### src/rtl/lsu_pkg.sv
// Shared definitions for the load/store unit: data width, RV32I load/store
// funct3 codes, FSM state encoding, latched request payload and the
// alignment helper.
package lsu_pkg;

  localparam int unsigned LSU_BITS      = 32;
  localparam int unsigned LSU_WADDR_BITS = LSU_BITS - 2;

  localparam logic [2:0] LSU_F3_LB  = 3'b000;
  localparam logic [2:0] LSU_F3_LH  = 3'b001;
  localparam logic [2:0] LSU_F3_LW  = 3'b010;
  localparam logic [2:0] LSU_F3_LBU = 3'b100;
  localparam logic [2:0] LSU_F3_LHU = 3'b101;

  typedef enum logic [2:0] {
    ST_IDLE    = 3'd0,
    ST_RD_REQ  = 3'd1,
    ST_RD_WAIT = 3'd2,
    ST_WR_REQ  = 3'd3,
    ST_WR_WAIT = 3'd4,
    ST_RESP    = 3'd5
  } lsu_state_e;

  // Request captured on acceptance and held for the whole access.
  typedef struct packed {
    logic [2:0]          funct3;
    logic                we;
    logic [LSU_BITS-1:0] addr;
    logic [LSU_BITS-1:0] wdata;
  } lsu_req_t;

  // Access size is encoded in funct3[1:0]: 00 byte, 01 half, 1x word
  // (the reserved codes 011/110/111 fall into the word class).
  function automatic logic is_misaligned(input logic [2:0] f3, input logic [1:0] a);
    logic mis;
    mis = 1'b0;
    if (f3[1]) begin
      mis = (a != 2'b00);
    end else if (f3[0]) begin
      mis = a[0];
    end
    return mis;
  endfunction

endpackage

### src/rtl/lsu_lane.sv
// Byte-lane steering for the load/store unit.
// Extracts and sign/zero-extends sub-word load data from a memory word, and
// merges sub-word store data into a read word for read-modify-write.
// Built with LSU_SUBWORD_EN undefined it degenerates to word pass-through.
// Ports:
//   word    in  32  word read from data memory
//   addr    in  2   byte offset within the word
//   funct3  in  3   RV32I load/store funct3
//   sdata   in  32  store data (rs2)
//   ld_data out 32  extended load result
//   st_word out 32  word to write back to memory
module lsu_lane
  import lsu_pkg::*;
(
  input  logic [LSU_BITS-1:0] word,
  input  logic [1:0]          addr,
  input  logic [2:0]          funct3,
  input  logic [LSU_BITS-1:0] sdata,
  output logic [LSU_BITS-1:0] ld_data,
  output logic [LSU_BITS-1:0] st_word
);

`ifdef LSU_SUBWORD_EN
  logic [4:0]  bit_off;
  logic [7:0]  byte_sel;
  logic [15:0] half_sel;

  // Little-endian lanes; funct3[2] selects zero extension.
  always_comb begin
    bit_off  = {addr, 3'b000};
    byte_sel = word[bit_off +: 8];
    half_sel = addr[1] ? word[31:16] : word[15:0];
    ld_data  = word;
    st_word  = sdata;
    case (funct3[1:0])
      2'b00: begin
        ld_data = {{24{byte_sel[7] & ~funct3[2]}}, byte_sel};
        st_word = word;
        st_word[bit_off +: 8] = sdata[7:0];
      end
      2'b01: begin
        ld_data = {{16{half_sel[15] & ~funct3[2]}}, half_sel};
        st_word = addr[1] ? {sdata[15:0], word[15:0]} : {word[31:16], sdata[15:0]};
      end
      default: ;
    endcase
  end
`else
  logic unused_lane;
  assign unused_lane = ^{addr, funct3};
  assign ld_data     = word;
  assign st_word     = sdata;
`endif

endmodule

### src/rtl/lsu.sv
// Load/store unit between the EX-stage ALU and a word-addressed, stalling
// data memory. Sub-word stores are done as read-modify-write because the
// memory has no byte enables.
// Optional feature macro: LSU_SUBWORD_EN (byte/half accesses, RMW stores,
// alignment checks). Without it every access is word sized.
// Ports:
//   clk, rst_n            clock, synchronous active-low reset
//   req_valid/we/funct3   request from EX, held stable while stall=1
//   req_addr/req_wdata    effective address and store data
//   stall                 freeze pipeline during the access
//   done                  one-cycle completion pulse
//   rdata                 load result, held until the next done
//   misalign              one-cycle reject of a misaligned request
//   mem_cen/wen/addr/wdata  memory request (one strobe per access)
//   mem_rdata/mem_stall   memory response
module lsu
  import lsu_pkg::*;
(
  input  logic                      clk,
  input  logic                      rst_n,
  input  logic                      req_valid,
  input  logic                      req_we,
  input  logic [2:0]                req_funct3,
  input  logic [LSU_BITS-1:0]       req_addr,
  input  logic [LSU_BITS-1:0]       req_wdata,
  output logic                      stall,
  output logic                      done,
  output logic [LSU_BITS-1:0]       rdata,
  output logic                      misalign,
  output logic                      mem_cen,
  output logic                      mem_wen,
  output logic [LSU_WADDR_BITS-1:0] mem_addr,
  output logic [LSU_BITS-1:0]       mem_wdata,
  input  logic [LSU_BITS-1:0]       mem_rdata,
  input  logic                      mem_stall
);

  lsu_state_e          state_q, state_d;
  lsu_req_t            req_q;
  logic [LSU_BITS-1:0] rdata_q;
  logic [LSU_BITS-1:0] ld_data;
  logic [LSU_BITS-1:0] st_word;
  logic                mis_c;
  logic                rmw_c;
  logic                accept_c;
  logic                cen_c;
  logic                wen_c;
  logic                done_c;

  // Misaligned requests are rejected in IDLE; sub-word stores need a read first.
`ifdef LSU_SUBWORD_EN
  assign mis_c = (state_q == ST_IDLE) & req_valid & is_misaligned(req_funct3, req_addr[1:0]);
  assign rmw_c = req_we & ~req_funct3[1];
`else
  assign mis_c = 1'b0;
  assign rmw_c = 1'b0;
`endif

  assign accept_c = (state_q == ST_IDLE) & req_valid & ~mis_c;

  lsu_lane u_lane (
    .word    (mem_rdata),
    .addr    (req_q.addr[1:0]),
    .funct3  (req_q.funct3),
    .sdata   (req_q.wdata),
    .ld_data (ld_data),
    .st_word (st_word)
  );

  // State register.
  always_ff @(posedge clk) begin
    if (!rst_n) begin
      state_q <= ST_IDLE;
    end else begin
      state_q <= state_d;
    end
  end

  // Next-state and strobe decode.
  always_comb begin
    state_d = state_q;
    cen_c   = 1'b0;
    wen_c   = 1'b0;
    done_c  = 1'b0;
    case (state_q)
      ST_IDLE: begin
        if (accept_c) begin
          state_d = (req_we && !rmw_c) ? ST_WR_REQ : ST_RD_REQ;
        end
      end
      ST_RD_REQ: begin
        cen_c   = 1'b1;
        state_d = ST_RD_WAIT;
      end
      ST_RD_WAIT: begin
        if (!mem_stall) begin
          state_d = req_q.we ? ST_WR_REQ : ST_RESP;
        end
      end
      ST_WR_REQ: begin
        cen_c   = 1'b1;
        wen_c   = 1'b1;
        state_d = ST_WR_WAIT;
      end
      ST_WR_WAIT: begin
        if (!mem_stall) begin
          state_d = ST_RESP;
        end
      end
      ST_RESP: begin
        done_c  = 1'b1;
        state_d = ST_IDLE;
      end
      default: state_d = ST_IDLE;
    endcase
  end

  // Request latch, RMW merge register and load result.
  always_ff @(posedge clk) begin
    if (!rst_n) begin
      req_q   <= '0;
      rdata_q <= '0;
    end else begin
      if (accept_c) begin
        req_q <= '{funct3: req_funct3, we: req_we, addr: req_addr, wdata: req_wdata};
      end
      if ((state_q == ST_RD_WAIT) && !mem_stall) begin
        if (req_q.we) begin
          req_q.wdata <= st_word;
        end else begin
          rdata_q <= ld_data;
        end
      end
    end
  end

  // Every output is held at zero while reset is asserted.
  assign stall     = rst_n & req_valid & (state_q != ST_RESP) & ~mis_c;
  assign done      = rst_n & done_c;
  assign misalign  = rst_n & mis_c;
  assign mem_cen   = rst_n & cen_c;
  assign mem_wen   = rst_n & wen_c;
  assign mem_addr  = rst_n ? req_q.addr[LSU_BITS-1:2] : '0;
  assign mem_wdata = rst_n ? req_q.wdata : '0;
  assign rdata     = rst_n ? rdata_q : '0;

endmodule
### config.mk
export PLATFORM = sky130hd
export DESIGN_NAME = lsu
export DESIGN_NICKNAME = d
export VERILOG_FILES = /design/src/rtl/lsu_pkg.sv /design/src/rtl/lsu_lane.sv /design/src/rtl/lsu.sv
export SDC_FILE = /design/constraint.sdc
export NUM_CORES = 1
export LEC_CHECK = 0
export BUFFER_PORTS_ARGS = -buffer_cell sky130_fd_sc_hd__buf_2
export CORE_ASPECT_RATIO = 1.2
export CORE_MARGIN = 2
export CORE_UTILIZATION = 40
export CTS_CLUSTER_DIAMETER = 150
export CTS_CLUSTER_SIZE = 24
export DETAILED_ROUTE_END_ITERATION = 16
export PLACE_DENSITY = 0.67
export RECOVER_POWER = 25
export SETUP_SLACK_MARGIN = 0.3
export SYNTH_ARGS = -nofsm -noshare
export SYNTH_HDL_FRONTEND = slang
export SYNTH_HIERARCHICAL = 1
export SYNTH_SLANG_ARGS = --single-unit
export TNS_END_PERCENT = 50
### constraint.sdc
create_clock -name clk -period 1.77 [get_ports clk]
set_input_delay 0.177 -clock clk [delete_from_list [all_inputs] [get_ports clk]]
set_output_delay 0.177 -clock clk [all_outputs]
set_load 0.02 [all_outputs]
==> results.md, run 1 <==
* Maximum clock rate at 0.635 GHz
* Placement Cell Area at roughly 5800 um^2
* Clock tree from TritonCTS: done
* Post-layout minimum cycle time at between 1.5 and 2 ns
* Congestion Overflow GR at 0
* Leakage Power at 2.69 nW
* Routed len/inst at 15.2 um
* Sequential Area at between 1500 and 2000 um^2
* Root Buffer: sky130_fd_sc_hd__clkbuf_16
* Worst voltage drop across the vdd grid at around 0.00047 V
* Via count of the first global-routing pass at 4292
* Filler cell count at 1271
* DRC marker count from the first detailed-route iteration at 264
* Final setup skew at approximately 0.010 ns
* CTS max path bufs at 2
* Clock-pin slew on the worst setup and hold paths at 0.07 ns
* Count of clock tree sinks at slightly below 100
* Avg Synthesized Cell Area at 7.73 um^2
* Final worst path period share at 0.889
* Antenna violation net count after detailed routing at 0
* Maximum Capacitance Violations at 0
* Height of the chip at around 130 um
* Crit-path max FO at 18
* CP arrival at about 1.8 ns
* Input/output buffers at 196
* Worst Tran Pin Value at 0.566 ns
* Unrepaired setup endpoints after global routing: true
* Chip width at between 100 and 150 um
* Final weighted congestion in routability-driven placement at 0.744
* Slew HR at 0.623
* DRC Markers at 0
* Hold path depth at 3
* Critical Path Start Type: flop
* Area of the multi-input gates at around 2700 um^2
* Initial core utilization at 0.407
* Hpwl dp at between 8000 and 9000 um
* Total Negative Setup Slacks at 0 ns
* Yosys warns at 6
* Run status: finished clean
* Class of the tightest hold or removal check: in -> reg
* Number of H-tree branching levels at 3
* Layout area overhead at 28.9%
* Launch point of the worst reg-to-reg path: state_q[0]
* WS Path Type: reg -> reg
* Cell Rows at between 40 and 50
* Post-DR vias/cell at 5.09
* Number of antenna violations at the first check in global routing at 1
* FF-to-FF setup slack at between 0.15 and 0.2 ns
* R2R depth at 4
* Core Box Area at about 13000 um^2
* Pin count of the biggest net entering global routing at 83
* Overall fraction of global-route tracks in use at 0.193
* Hold buffer count at CTS at 0
* Number of cells produced by synthesis at 664
* Final hold violation count at 0
* Final cell area excluding filler cells at 6620 um^2
* Number of clock buffers inserted by TritonCTS at 9
* Count of inserted antenna diode cells at 0
* Critical path required time at 1.97 ns
* NumNets Final at about 880
* Post-synth net total at 768
* CP Capture Type: flop
* Power Dens Cells at roughly 900 nW/um^2
* Overall die area at about 14000 um^2
* DR pass1 iterations at 5
* Clock latency on the worst-skew pair at around 0.34 ns
* Final number of setup-violating endpoints at 0
* Total number of vias at a little under 5000
* I/O pin cnt at between 200 and 250
* Hold-critical path endpoint: req_q[43]
* Wire length of the first global-routing pass at approximately 21000 um
* Origin of the worst min-delay path: req_addr[11]
* Fraction of layout cells with a size suffix above 1 at 0.358
* Number of max-slew violations in the final report at 0
* Wire length reported by the detailed router at roughly 14000 um
* Destination of the worst register-to-register timing path: req_q[1]
* Netlist Area Pre-Place at just over 5000 um^2
-- through the flow --
stage	hold WS (ns)	cells	utilization	power, mW	setup WS (ns)
finish	0.0700	947	0.525	6.07	0.196
global route	0.0685	947	0.525	6.38	0.105
CTS	0.0597	941	0.501	5.94	0.252
detailed placement	0.425	914	0.463	3.83	0.149
global placement	0.423	914	0.463	3.81	0.189
floorplan	0.313	664	-	3.59	0.238
-- power breakdown --
| group | leakage (nW) | internal [mW] | switching (mW) |
|---|---|---|---|
| combinational | 1.76 | 0.694 | 0.914 |
| clock | 0.136 | 1.09 | 0.842 |
| sequential | 0.802 | 2.40 | 0.125 |
-- worst max path at each step --
stage          startpoint          end  cells after the start
2_1_floorplan  state_q[0]  rdata_q[31]                      6
4_1_cts        state_q[2]         done                      4
3_5_place_dp   state_q[0]     req_q[3]                      5
3_3_place_gp   state_q[0]    req_q[18]                      5
5_1_grt             rst_n      mem_wen                      5
6_report       state_q[0]     req_q[1]                      4
-- critical path, cell delays in order (launching register included) --
cell and delay (ns):
sky130_fd_sc_hd__dfxtp_2 0.36, sky130_fd_sc_hd__or4b_4 0.60, sky130_fd_sc_hd__buf_16 0.20, sky130_fd_sc_hd__nor3_1 0.19
sky130_fd_sc_hd__a311oi_2 0.07
-- cell usage in the layout, fill, tap and decap left out, types with 2 or more instances in the layout --
cell                           n
sky130_fd_sc_hd__buf_8         2
sky130_fd_sc_hd__nand2_1     114
sky130_fd_sc_hd__nor3_4        2
sky130_fd_sc_hd__nor4b_4       2
sky130_fd_sc_hd__buf_2       153
sky130_fd_sc_hd__clkbuf_1     44
sky130_fd_sc_hd__nand2_4       9
sky130_fd_sc_hd__or4b_4        2
sky130_fd_sc_hd__buf_16        3
sky130_fd_sc_hd__nor2b_1       2
sky130_fd_sc_hd__a211oi_1      2
sky130_fd_sc_hd__a21oi_2       8
sky130_fd_sc_hd__and2_1       89
sky130_fd_sc_hd__nor3_1        3
sky130_fd_sc_hd__or3_1         2
sky130_fd_sc_hd__a311oi_2     14
sky130_fd_sc_hd__a21oi_1      56
sky130_fd_sc_hd__buf_6         7
sky130_fd_sc_hd__buf_12        9
sky130_fd_sc_hd__o21ai_1      32
sky130_fd_sc_hd__buf_4        10
sky130_fd_sc_hd__clkinvlp_4    2
sky130_fd_sc_hd__nor2_1        2
sky130_fd_sc_hd__clkinv_2      2
sky130_fd_sc_hd__clkbuf_16    12
sky130_fd_sc_hd__dfxtp_1      95
sky130_fd_sc_hd__nor3_2       29
sky130_fd_sc_hd__and2_0        5
sky130_fd_sc_hd__nand2_2       6
sky130_fd_sc_hd__o21ai_0       2
sky130_fd_sc_hd__inv_2         3
sky130_fd_sc_hd__a311oi_1     18
sky130_fd_sc_hd__nand3_1      32
sky130_fd_sc_hd__dfxtp_2       2
-- registers in the layout, summed over array words and instances, names as in the netlist --
register	count
req_q	63
rdata_q	32
state_q	3
-- per-layer routing --
metal  global-route usage  part of all wire  vias up
met5                    0                 0        -
met4               0.0505            0.0091        0
met3               0.0620             0.082       11
met2                0.308              0.47      167
met1                0.251              0.44     2250
li1                     -                 -     2394
-- final cells by class --
| class | instances | share of cell area |
|---|---|---|
| Tap cell | 164 | 0.0310 |
| Clock inverter | 5 | 0.00832 |
| Timing Repair Buffer | 230 | 0.219 |
| Clock buffer | 11 | 0.0352 |
| Multi-Input combinational cell | 435 | 0.407 |
| Sequential cell | 98 | 0.297 |
| Inverter | 4 | 0.00227 |
-- repair_timing --
item,4_1_cts,5_1_grt
resized for setup,15,57
gates cloned,3,4
setup endpoints to repair,95,96
buffers inserted,8,2
pin swaps,18,25
(Power assumes the default switching activity.)
==> inputs of run 2 (changes only) <==
Settings changed: CORE_UTILIZATION 40 to 41, PLACE_DENSITY 0.67 to 0.69.
==> results.md, run 2 (synthesized netlist as in run 1, its figures left out) <==
* Height of the chip at 127 um (was 128 um)
* Net switching fraction of the power at 0.301 (was 0.310)
* Root Buffer: sky130_fd_sc_hd__clkbuf_16 (unchanged)
* Total net switching power at 1.76 mW (was 1.88 mW)
* Fraction of layout cells with a size suffix above 1 at 0.298 (was 0.358)
* NumNets Final at 872 (was 882)
* Wire length of the first global-routing pass at 21600 um (was 21300 um)
* Input/output buffers at 196 (unchanged)
* Number of clock buffers inserted by TritonCTS at 9 (unchanged)
* Antenna violation net count after detailed routing at 0 (unchanged)
* Maximum Capacitance Violations at 0 (unchanged)
* Post-DR vias/cell at 4.97 (was 5.09)
* Worst Tran Pin Value at 0.709 ns (was 0.566 ns)
* WS Path Type: in -> out (was reg -> reg)
* Number of max-slew violations in the final report at 0 (unchanged)
* Via count of the first global-routing pass at 4454 (was 4292)
* Number of antenna violations at the first check in global routing at 1 (unchanged)
* Overall fraction of global-route tracks in use at 0.195 (was 0.193)
* Worst voltage drop across the vdd grid at 0.000408 V (was 0.000469 V)
* Slowest library cell on the worst path: sky130_fd_sc_hd__clkbuf_1 (was sky130_fd_sc_hd__or4b_4)
* Crit-path max FO at 16 (was 18)
* Total power of the final layout at 5.85 mW (was 6.07 mW)
* Cell chain of the critical path: clkbuf_1, buf_4, and2_1, clkbuf_1 (was or4b_4, buf_16, nor3_1, a311oi_2)
* Clock latency on the worst-skew pair at 0.34 ns (about the same)
* Final setup skew at 0.00622 ns (was 0.0104 ns)
* Leakage Power at 2.51 nW (was 2.69 nW)
* Unrepaired setup endpoints after global routing: true (unchanged)
* Biggest regs: req_q: 63 flops, rdata_q: 32 flops, state_q: 3 flops (unchanged)
* Class of the tightest hold or removal check: in -> reg (unchanged)
* Core Box Area at 12200 um^2 (was 12600 um^2)
* Share of the core filled with cells in the final layout at 0.510 (was 0.525)
* Proportion of power drawn by combinational gates at 0.219 (was 0.265)
* CP Capture Type: output pin (was flop)
* Placement Cell Area at 5860 um^2 (was 5840 um^2)
* DR pass1 iterations at 4 (was 5)
* Layout area overhead at 20.9% (was 28.9%)
* P_int at 4.09 mW (was 4.19 mW)
* Proportion of power drawn by the clock network at 0.348 (was 0.319)
* Reg with most FFs: req_q (unchanged)
* Slew HR at 0.527 (was 0.623)
* Clock-pin slew on the worst setup and hold paths at 0.07 ns (about the same)
* Cell Rows at 44 (was 45)
* CP arrival at 1.40 ns (was 1.77 ns)
* DRC Markers at 0 (unchanged)
* Final hold violation count at 0 (unchanged)
* Chip width at 106 um (was 107 um)
* Critical Path Start Type: input pin (was flop)
* Overall die area at 13400 um^2 (was 13800 um^2)
* Final weighted congestion in routability-driven placement at 0.768 (was 0.744)
* DRC marker count from the first detailed-route iteration at 258 (was 264)
* Wire length reported by the detailed router at 13200 um (was 14400 um)
* Total Negative Setup Slacks at 0 ns (unchanged)
* Pin count of the biggest net entering global routing at 99 (was 83)
* Power Dens Cells at 942 nW/um^2 (was 917 nW/um^2)
* Final number of setup-violating endpoints at 0 (unchanged)
* Slowest Stage Delay on Critical Path at 0.52 ns (was 0.60 ns)
* Initial core utilization at 0.422 (was 0.407)
* CTS max path bufs at 2 (unchanged)
* Final cell area excluding filler cells at 6210 um^2 (was 6620 um^2)
* Critical path required time at 1.59 ns (was 1.97 ns)
* Sequential group share of total power at 0.433 (was 0.416)
* Clock tree from TritonCTS: done (unchanged)
* Final worst path period share at 0.888 (was 0.889)
* Number of H-tree branching levels at 3 (unchanged)
* Run status: finished clean (unchanged)
* Most common cell after layout, fill and taps aside: sky130_fd_sc_hd__buf_2 (unchanged)
* Number of flip-flops in the largest register at 63 (unchanged)
* Maximum clock rate at 0.636 GHz (was 0.635 GHz)
* Routed len/inst at 14.2 um (was 15.2 um)
* Most frequent cells in the layout: sky130_fd_sc_hd__buf_2, sky130_fd_sc_hd__nand2_1, sky130_fd_sc_hd__dfxtp_1 (unchanged)
* Hold buffer count at CTS at 0 (unchanged)
* Congestion Overflow GR at 0 (unchanged)
* Hpwl dp at 8450 um (was 8340 um)
* Cell seen most often among critical-path stages: sky130_fd_sc_hd__clkbuf_1
* Post-layout minimum cycle time at 1.57 ns (about the same)
* I/O pin cnt at 203 (unchanged)
* Total number of vias at 4646 (was 4822)
* Count of clock tree sinks at 98 (unchanged)
-- run 2: cell count changes in the layout (fill, tap and decap cells not counted), sizes merged --
cell	change
clkinv	+1
inv	+1
clkinvlp	-2
diode	+1
buf	-10
-- run 2: worst max-delay path, delay by kind of cell --
| family | cells | cell delay, ns |
|---|---|---|
| buffers and inverters | 3 | 1.07 |
| and+or+nand+nor | 1 | 0.14 |
-- run 2: power by group through the flow --
stage | registers [mW] | clock network (mW) | logic [mW]
after detailed placement | 2.58 | 0 | 1.25
final | 2.53 | 2.03 | 1.28
after floorplan | 2.52 | 0 | 1.07
after global routing | 2.56 | 2.18 | 1.41
after global placement | 2.57 | 0 | 1.24
after CTS | 2.53 | 2.10 | 1.31
-- run 2: cell type report --
class / instances / area, um^2
inverters: 4 / 15.0
flip-flops and latches: 98 / 1970
clock buffers: 11 / 253
fillers: 1254 / 5960
diodes: 1 / 2.50
clock inverters: 5 / 61.3
well taps: 161 / 201
repair buffers: 220 / 1220
multi-input cells: 435 / 2480
-- run 2: timing repair --
item                                    4_1_cts  5_1_grt
endpoints found under the setup margin       88       85
resized for setup                             9        5
pin swaps                                     1        0
buffers inserted                              3        0
cloned                                        1        0
-- run 2: final timing paths --
kind / start / endpoint / slack, ns / depth (start not counted)
worst max-delay path: rst_n / mem_addr[10] / 0.20 / 4
worst min-delay path: req_addr[19] / req_q[51] / 0.07 / 3
worst max register to register: state_q[0] / req_q[31] / 0.25 / 4
worst min register to register: req_q[41] / req_q[41] / 0.45 / 2
-- run 2: metal layers --
layer,wire length (um),up-vias,global-route usage
met3,869,18,0.0416
li1,-,2370,-
met2,6050,144,0.316
met5,0,-,0
met1,6080,2114,0.256
met4,247,0,0.0673
-- run 2: metrics by stage --
step                      setup slack (ns)  std cells  hold WS, ns
after floorplan                      0.238        664        0.313
after global placement               0.104        914        0.422
after detailed placement            0.0515        914        0.424
after CTS                            0.252        934       0.0564
after global routing                0.0967        935       0.0788
final                                0.198        935       0.0724
==> inputs of run 3 (changes only) <==
Settings changed: CORE_UTILIZATION 41 to 50, PLACE_DENSITY 0.69 to 0.81, SETUP_SLACK_MARGIN 0.3 to not set.
==> results.md, run 3 (synthesized netlist as in run 1, its figures left out) <==
* Run status: finished clean (unchanged)
* NumNets Final at 867 (was 872)
* Worst voltage drop across the vdd grid at 0.000489 V (was 0.000408 V)
* Hpwl dp at 8700 um (was 8450 um)
* CP Capture Type: flop (was output pin)
* Most frequent cells in the layout: sky130_fd_sc_hd__buf_2, sky130_fd_sc_hd__nand2_1, sky130_fd_sc_hd__dfxtp_1 (unchanged)
* Count of clock tree sinks at 98 (unchanged)
* Clock tree from TritonCTS: done (unchanged)
* Total number of vias at 4771 (was 4646)
* DRC Markers at 0 (unchanged)
* DR pass1 iterations at 4 (unchanged)
* Antenna violation net count after detailed routing at 0 (unchanged)
* Pin count of the biggest net entering global routing at 65 (was 99)
* Wire length reported by the detailed router at 13000 um (was 13200 um)
* Overall die area at 11100 um^2 (was 13400 um^2)
* Overall fraction of global-route tracks in use at 0.232 (was 0.195)
* Clock latency on the worst-skew pair at 0.33 ns (was 0.34 ns)
* DRC marker count from the first detailed-route iteration at 195 (was 258)
* Maximum clock rate at 0.585 GHz (was 0.636 GHz)
* Chip width at 96.5 um (was 106 um)
* Worst Tran Pin Value at 0.530 ns (was 0.709 ns)
* CTS max path bufs at 2 (unchanged)
* Number of flip-flops in the largest register at 63 (unchanged)
* Final weighted congestion in routability-driven placement at 0.738 (was 0.768)
* Placement Cell Area at 5650 um^2 (was 5860 um^2)
* Unrepaired setup endpoints after global routing: false (was true)
* Core Box Area at 10000 um^2 (was 12200 um^2)
* Hold path depth at 3 (unchanged)
* Filler cell count at 946 (was 1254)
* Leakage Power at 2.49 nW (was 2.51 nW)
* Hold buffer count at CTS at 0 (unchanged)
* Clock-pin slew on the worst setup and hold paths at 0.07 ns (about the same)
* Critical path required time at 1.99 ns (was 1.59 ns)
* I/O pin cnt at 203 (unchanged)
* Total Negative Setup Slacks at 0 ns (unchanged)
* Post-layout minimum cycle time at 1.71 ns (was 1.57 ns)
* Height of the chip at 115 um (was 127 um)
* Biggest regs: req_q: 63 flops, rdata_q: 32 flops, state_q: 3 flops (unchanged)
* Wire length of the first global-routing pass at 20700 um (was 21600 um)
* Number of H-tree branching levels at 3 (unchanged)
* Number of clock buffers inserted by TritonCTS at 9 (unchanged)
* Number of antenna violations at the first check in global routing at 2 (was 1)
* Input/output buffers at 196 (unchanged)
* Class of the tightest hold or removal check: in -> reg (unchanged)
* Number of cells in the design after placement at 878 (was 914)
* Initial core utilization at 0.513 (was 0.422)
* CP arrival at 1.93 ns (was 1.40 ns)
* Congestion Overflow GR at 0 (unchanged)
* Fraction of layout cells with a size suffix above 1 at 0.260 (was 0.298)
* Crit-path max FO at 64 (was 16)
* Critical Path Start Type: flop (was input pin)
* R2R depth at 4 (unchanged)
* Cell Rows at 40 (was 44)
* Post-DR vias/cell at 5.33 (was 4.97)
* Number of max-slew violations in the final report at 0 (unchanged)
* Slew HR at 0.646 (was 0.527)
* Most common cell after layout, fill and taps aside: sky130_fd_sc_hd__buf_2 (unchanged)
* Layout area overhead at 15.8% (was 20.9%)
* Final hold violation count at 0 (unchanged)
* WS Path Type: reg -> reg (was in -> out)
* Final setup skew at 0.00497 ns (was 0.00622 ns)
* Final worst path period share at 0.965 (was 0.888)
* Reg with most FFs: req_q (unchanged)
* Final standard cell count with taps included and fillers excluded at 895 (was 935)
* Via count of the first global-routing pass at 4589 (was 4454)
* Final number of setup-violating endpoints at 0 (unchanged)
* Total power of the final layout at 5.89 mW (was 5.85 mW)
* Final cell area excluding filler cells at 5940 um^2 (was 6210 um^2)
* Root Buffer: sky130_fd_sc_hd__clkbuf_16 (unchanged)
* Routed len/inst at 14.5 um (was 14.2 um)
* Power Dens Cells at 990 nW/um^2 (was 942 nW/um^2)
* Maximum Capacitance Violations at 0 (unchanged)
* Share of the core filled with cells in the final layout at 0.594 (was 0.510)
run 3: cell count changes in the layout (fill, tap and decap cells not counted), sizes merged:
cell,delta
inv,-1
clkbuf,-7
clkinv,-2
buf,+3
bufinv,+1
clkinvlp,+1
run 3: report_power, final:
part | internal [mW] | switching [mW]
Clock | 1.35 | 0.819
Combinational | 0.459 | 0.752
Sequential | 2.40 | 0.106
run 3: final timing paths:
path | startpoint | slack (ns) | to
max | state_q[2] | 0.06 | rdata_q[11]
min | req_addr[27] | 0.07 | req_q[59]
min reg2reg | req_q[61] | 0.45 | req_q[61]
max reg2reg | state_q[2] | 0.06 | rdata_q[11]
run 3: layout make-up:
type,count,area [um^2],area share
Antenna cell,1,2.50,0.000421
Clock buffer,12,267,0.0448
Clock inverter,4,72.6,0.0122
Inverter,4,15.0,0.00253
Multi-Input combinational cell,435,2320,0.390
Sequential cell,98,1960,0.330
Tap cell,126,158,0.0265
Timing Repair Buffer,215,1150,0.193
run 3: layer usage:
| layer | share of wire | up-vias | track usage |
|---|---|---|---|
| met1 | 0.41 | 2198 | 0.275 |
| met2 | 0.49 | 194 | 0.396 |
| met3 | 0.081 | 18 | 0.0596 |
| met5 | 0 | - | 0 |
| li1 | - | 2361 | - |
| met4 | 0.019 | 0 | 0.0939 |
run 3: metrics by stage:
step,setup WS (ns),hold WS (ns)
after detailed placement,0.0979,0.425
after global routing,0.000572,0.0673
after floorplan,0.212,0.313
after global placement,0.170,0.419
final,0.0612,0.0729
after CTS,0.0804,0.0643
run 3: critical path: stages, from the launching register on:
cell,delay [ns]
sky130_fd_sc_hd__dfxtp_1,0.31
sky130_fd_sc_hd__or4b_2,0.71
sky130_fd_sc_hd__buf_12,0.21
sky130_fd_sc_hd__o21ai_0,0.22
sky130_fd_sc_hd__a21oi_1,0.09
run 3: repair_timing:
item | in CTS | in global routing
setup endpoints to repair | 0 | 1
gates resized for setup | 0 | 1
buffers inserted | 0 | 0
